### src/rtl/clkctrl_phi2_multi_pkg.sv
// Shared types and default sizes for the PHI2 clock generator.
package clkctrl_pkg;

  localparam int DEF_DEL_DEPTH = 4;
  localparam int DEF_TAP_W     = 2;
  localparam int DEF_DIV_W     = 3;

  typedef enum logic [1:0] {
    LS_RUN  = 2'd0,
    HS_RUN  = 2'd1,
    HS_PARK = 2'd2
  } state_e;

endpackage

### src/rtl/clkctrl_phi2_multi_if.sv
// Control/status bundle between the host-side bus logic and the clock generator.
interface clkctrl_phi2_multi_if
  import clkctrl_pkg::*;
#(
  parameter int TAP_W = DEF_TAP_W,
  parameter int DIV_W = DEF_DIV_W
);
  logic             lsclk_in;
  logic             hsclk_sel;
  logic [TAP_W-1:0] delay_sel;
  logic [DIV_W-1:0] div_sel;
  logic             clkout;
  logic             hsclk_selected;
  logic             lsclk_selected;
  logic             switch_busy;

  modport master (
    output lsclk_in, hsclk_sel, delay_sel, div_sel,
    input  clkout, hsclk_selected, lsclk_selected, switch_busy
  );

  modport slave (
    input  lsclk_in, hsclk_sel, delay_sel, div_sel,
    output clkout, hsclk_selected, lsclk_selected, switch_busy
  );
endinterface

### src/rtl/clkctrl_phi2_multi_delay.sv
// Host clock sampler: shift pipe with selectable tap and edge detect on the tapped value.
module lsclk_delay_line #(
  parameter int DEL_DEPTH = 4,
  parameter int TAP_W     = 2
) (
  input  logic             i_clk,
  input  logic             i_rst_b,
  input  logic             i_lsclk,
  input  logic [TAP_W-1:0] i_delay_sel,
  output logic             o_ls_del,
  output logic             o_ls_rise,
  output logic             o_ls_fall
);
  logic [DEL_DEPTH-1:0] r_del_q;
  logic                 r_ls_prev;
  logic                 w_ls_del;

  // New samples enter at the top bit; tap k is DEL_DEPTH-k cycles old.
  always_ff @(posedge i_clk) begin
    if (!i_rst_b) begin
      r_del_q   <= '0;
      r_ls_prev <= 1'b0;
    end else begin
      r_del_q   <= (r_del_q >> 1) | (DEL_DEPTH'(i_lsclk) << (DEL_DEPTH - 1));
      r_ls_prev <= w_ls_del;
    end
  end

  // Out-of-range taps fall back to tap 0.
  always_comb begin
    w_ls_del = r_del_q[0];
    for (int k = 1; k < DEL_DEPTH; k++)
      if (int'(i_delay_sel) == k) w_ls_del = r_del_q[k];
  end

  assign o_ls_del  = w_ls_del;
  assign o_ls_rise = w_ls_del & ~r_ls_prev;
  assign o_ls_fall = ~w_ls_del & r_ls_prev;
endmodule

### src/rtl/clkctrl_phi2_multi.sv
// Single-clock CPU clock generator: switches glitch-free between the delayed host
// clock and a programmable divider of hsclk_in, parking high across a switch.
module clkctrl_phi2_multi
  import clkctrl_pkg::*;
#(
  parameter int DEL_DEPTH = DEF_DEL_DEPTH,
  parameter int TAP_W     = DEF_TAP_W,
  parameter int DIV_W     = DEF_DIV_W
) (
  input logic                 i_hsclk_in,
  input logic                 i_rst_b,
  clkctrl_phi2_multi_if.slave bus
);
  state_e           r_state, w_state_n;
  logic             r_clkout, w_clk_n;
  logic [DIV_W-1:0] r_cnt, w_cnt_n;
  logic [DIV_W-1:0] r_div_q, w_div_n;
  logic             w_ls_del, w_ls_rise, w_ls_fall;

  lsclk_delay_line #(.DEL_DEPTH(DEL_DEPTH), .TAP_W(TAP_W)) u_delay (
    .i_clk      (i_hsclk_in),
    .i_rst_b    (i_rst_b),
    .i_lsclk    (bus.lsclk_in),
    .i_delay_sel(bus.delay_sel),
    .o_ls_del   (w_ls_del),
    .o_ls_rise  (w_ls_rise),
    .o_ls_fall  (w_ls_fall)
  );

  always_ff @(posedge i_hsclk_in) begin
    if (!i_rst_b) begin
      r_state  <= LS_RUN;
      r_clkout <= 1'b0;
      r_cnt    <= '0;
      r_div_q  <= '0;
    end else begin
      r_state  <= w_state_n;
      r_clkout <= w_clk_n;
      r_cnt    <= w_cnt_n;
      r_div_q  <= w_div_n;
    end
  end

  always_comb begin
    w_state_n = r_state;
    w_clk_n   = r_clkout;
    w_cnt_n   = r_cnt;
    w_div_n   = r_div_q;
    case (r_state)
      LS_RUN: begin
        w_clk_n = w_ls_del;
        // Enter HS only on a host rising edge so the high level is already in place.
        if (bus.hsclk_sel && w_ls_rise) begin
          w_state_n = HS_RUN;
          w_clk_n   = 1'b1;
          w_cnt_n   = bus.div_sel;
          w_div_n   = bus.div_sel;
        end
      end
      HS_RUN: begin
        if (r_cnt != '0) begin
          w_cnt_n = r_cnt - DIV_W'(1);
        end else if (!r_clkout) begin
          w_clk_n = 1'b1;
          w_cnt_n = bus.div_sel;
          w_div_n = bus.div_sel;
        end else if (bus.hsclk_sel) begin
          w_clk_n = 1'b0;
          w_cnt_n = r_div_q;
        end else begin
          w_state_n = HS_PARK;
        end
      end
      HS_PARK: begin
        w_clk_n = 1'b1;
        if (w_ls_fall) begin
          w_state_n = LS_RUN;
          w_clk_n   = 1'b0;
        end else if (bus.hsclk_sel) begin
          w_state_n = HS_RUN;
          w_clk_n   = 1'b0;
          w_cnt_n   = r_div_q;
        end
      end
      default: begin
        w_state_n = LS_RUN;
        w_clk_n   = 1'b0;
      end
    endcase
  end

  assign bus.clkout         = r_clkout;
  assign bus.hsclk_selected = (r_state == HS_RUN);
  assign bus.lsclk_selected = (r_state == LS_RUN);
  assign bus.switch_busy    = (r_state == HS_PARK) ||
                              ((r_state == LS_RUN) &&  bus.hsclk_sel) ||
                              ((r_state == HS_RUN) && !bus.hsclk_sel);
endmodule
### src/flat_wrapper.sv
// flat-port wrapper written by rule: the top's interface ports become plain ports
module clkctrl_phi2_multi_flat import clkctrl_pkg::*;
#(
  parameter int DEL_DEPTH = DEF_DEL_DEPTH,
  parameter int TAP_W     = DEF_TAP_W,
  parameter int DIV_W     = DEF_DIV_W
)
  (i_hsclk_in, i_rst_b, bus_lsclk_in, bus_hsclk_sel, bus_delay_sel, bus_div_sel, bus_clkout, bus_hsclk_selected, bus_lsclk_selected, bus_switch_busy);
  clkctrl_phi2_multi_if #(.TAP_W(TAP_W), .DIV_W(DIV_W)) bus_i ();
  input logic i_hsclk_in;
  input logic i_rst_b;
  input wire logic [$bits(bus_i.lsclk_in)-1:0] bus_lsclk_in;
  input wire logic [$bits(bus_i.hsclk_sel)-1:0] bus_hsclk_sel;
  input wire logic [$bits(bus_i.delay_sel)-1:0] bus_delay_sel;
  input wire logic [$bits(bus_i.div_sel)-1:0] bus_div_sel;
  output wire logic [$bits(bus_i.clkout)-1:0] bus_clkout;
  output wire logic [$bits(bus_i.hsclk_selected)-1:0] bus_hsclk_selected;
  output wire logic [$bits(bus_i.lsclk_selected)-1:0] bus_lsclk_selected;
  output wire logic [$bits(bus_i.switch_busy)-1:0] bus_switch_busy;
  assign bus_i.lsclk_in = bus_lsclk_in;
  assign bus_i.hsclk_sel = bus_hsclk_sel;
  assign bus_i.delay_sel = bus_delay_sel;
  assign bus_i.div_sel = bus_div_sel;
  assign bus_clkout = bus_i.clkout;
  assign bus_hsclk_selected = bus_i.hsclk_selected;
  assign bus_lsclk_selected = bus_i.lsclk_selected;
  assign bus_switch_busy = bus_i.switch_busy;
  clkctrl_phi2_multi #(.DEL_DEPTH(DEL_DEPTH), .TAP_W(TAP_W), .DIV_W(DIV_W)) u_core (.i_hsclk_in(i_hsclk_in), .i_rst_b(i_rst_b), .bus(bus_i));
endmodule
### config.mk
export PLATFORM = sky130hd
export DESIGN_NAME = clkctrl_phi2_multi_flat
export DESIGN_NICKNAME = d
export VERILOG_FILES = /design/src/rtl/clkctrl_phi2_multi_pkg.sv /design/src/rtl/clkctrl_phi2_multi_if.sv /design/src/rtl/clkctrl_phi2_multi_delay.sv /design/src/rtl/clkctrl_phi2_multi.sv /design/src/flat_wrapper.sv
export SDC_FILE = /design/constraint.sdc
export NUM_CORES = 1
export LEC_CHECK = 0
export BUFFER_PORTS_ARGS = -buffer_cell sky130_fd_sc_hd__buf_2
export CAP_MARGIN = 20
export CORE_UTILIZATION = 55
export CTS_CLUSTER_SIZE = 24
export DETAILED_ROUTE_END_ITERATION = 10
export PLACE_DENSITY_LB_ADDON = 0.05
export SETUP_SLACK_MARGIN = 0.02
export SLEW_MARGIN = 5
export SYNTH_ARGS = -nofsm -noshare
export SYNTH_HDL_FRONTEND = slang
export SYNTH_SLANG_ARGS = --single-unit
export TNS_END_PERCENT = 100
### constraint.sdc
create_clock -name i_hsclk_in -period 1.8 [get_ports i_hsclk_in]
set_input_delay 0.09 -clock i_hsclk_in [delete_from_list [all_inputs] [get_ports i_hsclk_in]]
set_output_delay 0.09 -clock i_hsclk_in [all_outputs]
set_load 0.02 [all_outputs]
==> results of run 1 <==
-- power groups by stage --
stage / registers [mW] / clock network, mW / logic (mW)
2_1_floorplan: 0.340 / 0 / 0.102
3_3_place_gp: 0.339 / 0 / 0.141
3_5_place_dp: 0.340 / 0 / 0.145
4_1_cts: 0.333 / 0.238 / 0.146
5_1_grt: 0.335 / 0.245 / 0.166
6_report: 0.333 / 0.235 / 0.150
-- sequential cells by signal, summed over array words and instances (netlist names) --
register / cells
u_core.r_state: 2
u_core.u_delay.r_ls_prev: 1
u_core.r_div_q: 3
u_core.bus.clkout: 1
u_core.r_cnt: 3
u_core.u_delay.r_del_q: 4
-- kinds of logic (layout without fill, tap and decap cells) --
kind of cell | Yosys count | after routing
adders and majority gates | 6 | 6
and+or+nand+nor | 35 | 35
buffers and inverters | 13 | 30
AOI/OAI and AO/OA | 34 | 34
muxes | 7 | 7
DFF | 14 | 14
-- routing by layer --
layer	vias to the layer above	wire length (um)	track usage	share of wire
li1	429	-	-	-
met1	409	923	0.294	0.43
met2	20	1110	0.467	0.51
met3	5	82	0.0255	0.038
met4	0	40	0.115	0.019
met5	-	0	0	0
-- final timing paths --
path	depth (start not counted)	slack [ps]	endpoint
worst max-delay path	6	150	u_core.r_state[0]
worst min-delay path	2	6	u_core.u_delay.r_del_q[3]
worst max register to register	6	150	u_core.r_state[0]
worst min register to register	1	460	u_core.u_delay.r_del_q[1]
-- worst max-delay path, cell delays in order, from the launching register on --
cell and delay [ps]:
dfxtp_1 340, inv_1 90, ha_2 190, or4bb_1 420
a21oi_2 170, a2bb2oi_2 80, a32o_1 260
-- Yosys cell counts --
library cell	number
nor2_1	4
mux4_2	1
nor2b_1	2
nor3_1	1
or4bb_1	1
a21oi_2	1
a2bb2oi_2	1
nand4b_1	1
inv_2	1
o211ai_1	1
a31oi_1	1
mux2i_1	6
o21ai_0	6
o41ai_1	1
buf_6	1
a32o_1	1
ha_1	6
o21ai_2	1
a2bb2oi_1	2
nand4bb_1	1
inv_1	9
o31ai_1	3
nand2_2	1
dfxtp_1	14
and2_1	5
buf_2	1
nand3_1	7
clkbuf_1	1
a211oi_1	2
nand2b_1	2
a21o_1	3
a21oi_1	7
a21boi_0	3
nand2_1	8
nor4_1	2
o31a_1	1
-- area by class of cell --
type | instances | area (um^2)
multi-input combinational | 82 | 598
timing repair buffer | 16 | 90.1
fill | 143 | 479
sequential | 14 | 280
clock buffer | 4 | 36.3
tap | 16 | 20.0
inverter | 10 | 37.5
-- timing repair --
item / in CTS / in global routing
resized for setup: 0 / 4
endpoints found under the setup margin: 0 / 4
hold buffers: 0 / 0
buffers inserted: 0 / 0
==> results.yml, run 1 <==
synth:
  synth_compound_area_frac: 0.258
  synth-seq-area-share: 0.303
  synth_top_cell_area_share: 0.303
  yosys_warnings: 0
  synthDistinctLibCells: 36
  syn_area_per_cell_um2: 8.49
  synth_nets: 124
  synthAdderAreaFrac: 0.0811
  synthCells: 109
  synth_xor_area_frac: 0
  synthTopCellsByArea: "dfxtp_1, ha_1, mux2i_1"
  synth_top_family_by_area: "compound AO/OA/AOI/OAI gates"
  muxShareOfSynthArea: 0.0892
  synth_area_um2: 926
  ys_ff_latch: 14
  synth-simple-area-share: 0.207
  synth_top_cell_by_area: "dfxtp_1"
setup_path:
  critical_path.max_fanout: 4
  crit_arrival_ps: 1840
  r2r_start: "u_core.r_cnt[0]"
  cp.required_ps: 1990
  crit_start: "u_core.r_cnt[0]"
  cp-end-kind: "register"
  path_class: "reg2reg"
  crit_path_start_kind: "register"
timing:
  slew_headroom: 0.779
  fin_skew_ps: 10.1
  hold-worst-slack_ps: 5.81
  slew_viol_final: 0
  max_freq_ghz: 0.607
  timing.final.ws_setup_ps: 151
  min_period_ps: 1650
  min_period_over_period: 0.916
  worst_pin_slew_ps: 328
  final_hold_viol_count: 0
  finalSetupViolCount: 0
  rsz0062_at_grt: "no"
  finalSetupTns_ps: 0
pwr:
  swShare: 0.288
  p_int_uw: 510
  powerDensity_nw_per_um2: 675
  p_sw_uw: 206
  irDropWorstVdd_uv: 413
  seq_power_share: 0.464
  finalPower_uw: 717
  leakage_nw: 0.450
  pwr-share-clk: 0.327
  combPwrFrac: 0.209
global_routing:
  grt_pass1_vias: 826
  grt_max_degree: 17
  grt_pass1_wl_mm: 3.53
  grt_usage: 0.255
  antenna_found_initial: 0
  grt_overflow: 0
floorplan:
  placementRows: 14
  fp.dieH_um: 43.0
  ioPinCount: 13
  die_area_um2: 1850
  fp.dieW_um: 43.0
  start_util: 0.601
  coreArea_um2: 1540
clock_tree:
  clk_latency_ps: 290
  tritoncts.num_buffers: 3
  clkTransAtPathRegs_ps: 100
  cts.sinks: 14
  htree_levels: 1
  cts-root-buf: "clkbuf_4"
  clock_path_buffers: 2
  cts_tree: "yes"
cells_and_area:
  final_common_cell: "dfxtp_1"
  layout.nets: 142
  post-route-util: 0.689
  final_cell_mix: "dfxtp_1, buf_2, inv_1"
  final_cell_area_um2: 1060
  drive_gt1_frac: 0.230
  syn_to_final_growth_pct: 14.7
  antenna_cells: 0
  final_cells: 142
routing:
  drt_first_iter_violations: 36
  via_per_inst: 6.08
  drt-wirelength-per-cell_um: 15.2
  drt_wl_total_mm: 2.15
  routed-via-count: 863
  drc: 0
  first_pass_iters: 4
  ant_nets: 0
place:
  io_buffers: 12
  place.gp.congestion: 0.877
  dpl-instance-area_um2: 1020
  place_inst: 138
  hpwlAfterDp_mm: 1.61
  place_ws_ps: 79.1
run:
  drv_cap: 0
status:
  outcome: "complete, no violations"
min_path:
  min_path_type: "in2reg"
  hold_start: "bus_lsclk_in"
Power figures use the tool's default switching activity.
==> inputs of run 2 (changes only) <==
--- a/config.mk
+++ b/config.mk
@@ -7,7 +7,9 @@
 export LEC_CHECK = 0
 export BUFFER_PORTS_ARGS = -buffer_cell sky130_fd_sc_hd__buf_2
 export CAP_MARGIN = 20
-export CORE_UTILIZATION = 55
+export CELL_PAD_IN_SITES_DETAIL_PLACEMENT = 2
+export CELL_PAD_IN_SITES_GLOBAL_PLACEMENT = 2
+export CORE_UTILIZATION = 33
 export CTS_CLUSTER_SIZE = 24
 export DETAILED_ROUTE_END_ITERATION = 10
 export PLACE_DENSITY_LB_ADDON = 0.05
==> run 2 against run 1 <==
Critical endpoint unchanged. Largest cell class unchanged. Cell area rose by 2.6%. Setup slack got worse by 33 ps. Sequential cell count did not move. Non-clock buffer count did not move.
==> results.yml, run 2 (synthesis gave the netlist of run 1 again) <==
timing:
  fin_skew_ps: 1.68
  slew_viol_final: 0
  worst_pin_slew_ps: 372
  slew_headroom: 0.749
  finalSetupViolCount: 0
  finalSetupTns_ps: 0
  min_period_over_period: 0.934
  final_hold_viol_count: 0
  rsz0062_at_grt: "no"
  min_period_ps: 1680
  max_freq_ghz: 0.595
clock_tree:
  cts-root-buf: "clkbuf_4"
  cts.sinks: 14
  cts_tree: "yes"
  clkTransAtPathRegs_ps: 90
  clock_path_buffers: 2
  clk_latency_ps: 290
  postCtsSetupBuffers: 0
  tritoncts.num_buffers: 3
  htree_levels: 1
place:
  hpwlAfterDp_mm: 2.21
  place.gp.congestion: 0.761
  io_buffers: 12
cells_and_area:
  antenna_cells: 0
  top_register: "u_core.u_delay.r_del_q"
  multi_input_area_um2: 604
  drive_gt1_frac: 0.238
  post-route-util: 0.424
  syn_to_final_growth_pct: 17.7
  layout.nets: 142
  final_common_cell: "dfxtp_1"
  n_fill_cell: 297
  reg_top3: "u_core.u_delay.r_del_q x4, u_core.r_cnt x3, u_core.r_div_q x3"
  regArea_um2: 282
  largest_reg_flops: 4
  final_cell_mix: "dfxtp_1, buf_2, inv_1"
pwr:
  p_sw_uw: 220
  powerDensity_nw_per_um2: 669
  pwr-share-clk: 0.326
  combPwrFrac: 0.215
  seq_power_share: 0.459
  p_int_uw: 510
  swShare: 0.301
  irDropWorstVdd_uv: 340
  finalPower_uw: 730
  leakage_nw: 0.454
setup_path:
  crit_chain: "inv_1, ha_2, or4bb_1, a21oi_2, a2bb2oi_2, a32o_1"
  cp_num_buf_inv: 1
  path_delay_family: "compound AO/OA/AOI/OAI gates"
  reg2reg_setup_slack_ps: 120
  crit_arrival_ps: 1870
  critical-path-max-stage-delay_ps: 430
  cp_slowest_cell: "or4bb_1"
  cp-end-kind: "register"
  critical_path.max_fanout: 5
  cp.required_ps: 1980
  path_class: "reg2reg"
  crit_path_start_kind: "register"
floorplan:
  fp.dieH_um: 55.0
  die_area_um2: 3020
  fp.dieW_um: 55.0
  placementRows: 18
  start_util: 0.361
  coreArea_um2: 2570
  ioPinCount: 13
global_routing:
  antenna_found_initial: 0
  grt_usage: 0.219
  grt_overflow: 0
  grt_pass1_wl_mm: 4.49
  grt_max_degree: 17
  grt_pass1_vias: 927
run:
  drv_cap: 0
routing:
  drc: 0
  drt-wirelength-per-cell_um: 18.4
  first_pass_iters: 4
  ant_nets: 0
  drt_wl_total_mm: 2.88
  via_per_inst: 5.71
  drt_first_iter_violations: 10
  routed-via-count: 890
status:
  outcome: "complete, no violations"
min_path:
  min_path_type: "in2reg"
run 2: cell count changes in the layout (fill, tap and decap cells not counted), sizes merged:
cell	previous run	this run
buf	16	15
dlygate4sd3	0	1
run 2: final timing paths:
kind / from / endpoint / cells past startpoint
worst max-delay path: u_core.r_cnt[0] / u_core.r_state[0] / 6
worst min-delay path: bus_div_sel[1] / u_core.r_div_q[1] / 3
worst min register to register: u_core.u_delay.r_del_q[2] / u_core.u_delay.r_del_q[1] / 1
worst max register to register: u_core.r_cnt[0] / u_core.r_state[0] / 6
run 2: cell type report:
| cell class | count | share of cell area |
|---|---|---|
| multi-input combinational | 82 | 0.555 |
| sequential | 14 | 0.258 |
| timing repair buffer | 16 | 0.0850 |
| inverter | 10 | 0.0344 |
| tap | 30 | 0.0344 |
| clock buffer | 4 | 0.0333 |
run 2: through the flow:
step	area [um^2]	worst slack, ps	instances	hold slack, ps
after CTS	1060	13.4	155	1.81
after global routing	1090	28.7	156	65.3
after floorplan	926	144	109	217
after detailed placement	1030	15.5	151	302
final	1090	119	156	63.8
after global placement	1030	71.1	151	300
run 2: tightest hold or removal path, delay by kind of cell:
kind / cells / cell delay [ps]
AND/OR/NAND/NOR: 1 / 50
buffers and inverters: 1 / 110
AO/OA/AOI/OAI: 1 / 50
run 2: per-layer routing:
| layer | track usage | share of wire | vias up |
|---|---|---|---|
| met5 | 0 | 0 | - |
| met2 | 0.373 | 0.47 | 22 |
| met3 | 0.0383 | 0.038 | 6 |
| met4 | 0.0750 | 0.015 | 0 |
| li1 | - | - | 430 |
| met1 | 0.275 | 0.48 | 432 |
run 2: timing repair:
action / CTS / global route
pin swaps: 0 / 1
hold endpoints to repair: 0 / 1
resized for setup: 2 / 4
setup endpoints to repair: 2 / 6
hold buffers: 0 / 1
run 2: power by group through the flow:
stage / clock network (mW) / registers, mW / logic (mW)
finish: 0.238 / 0.335 / 0.157
global route: 0.263 / 0.337 / 0.171
CTS: 0.248 / 0.334 / 0.153
detailed placement: 0 / 0.341 / 0.151
global placement: 0 / 0.340 / 0.145
floorplan: 0 / 0.340 / 0.102
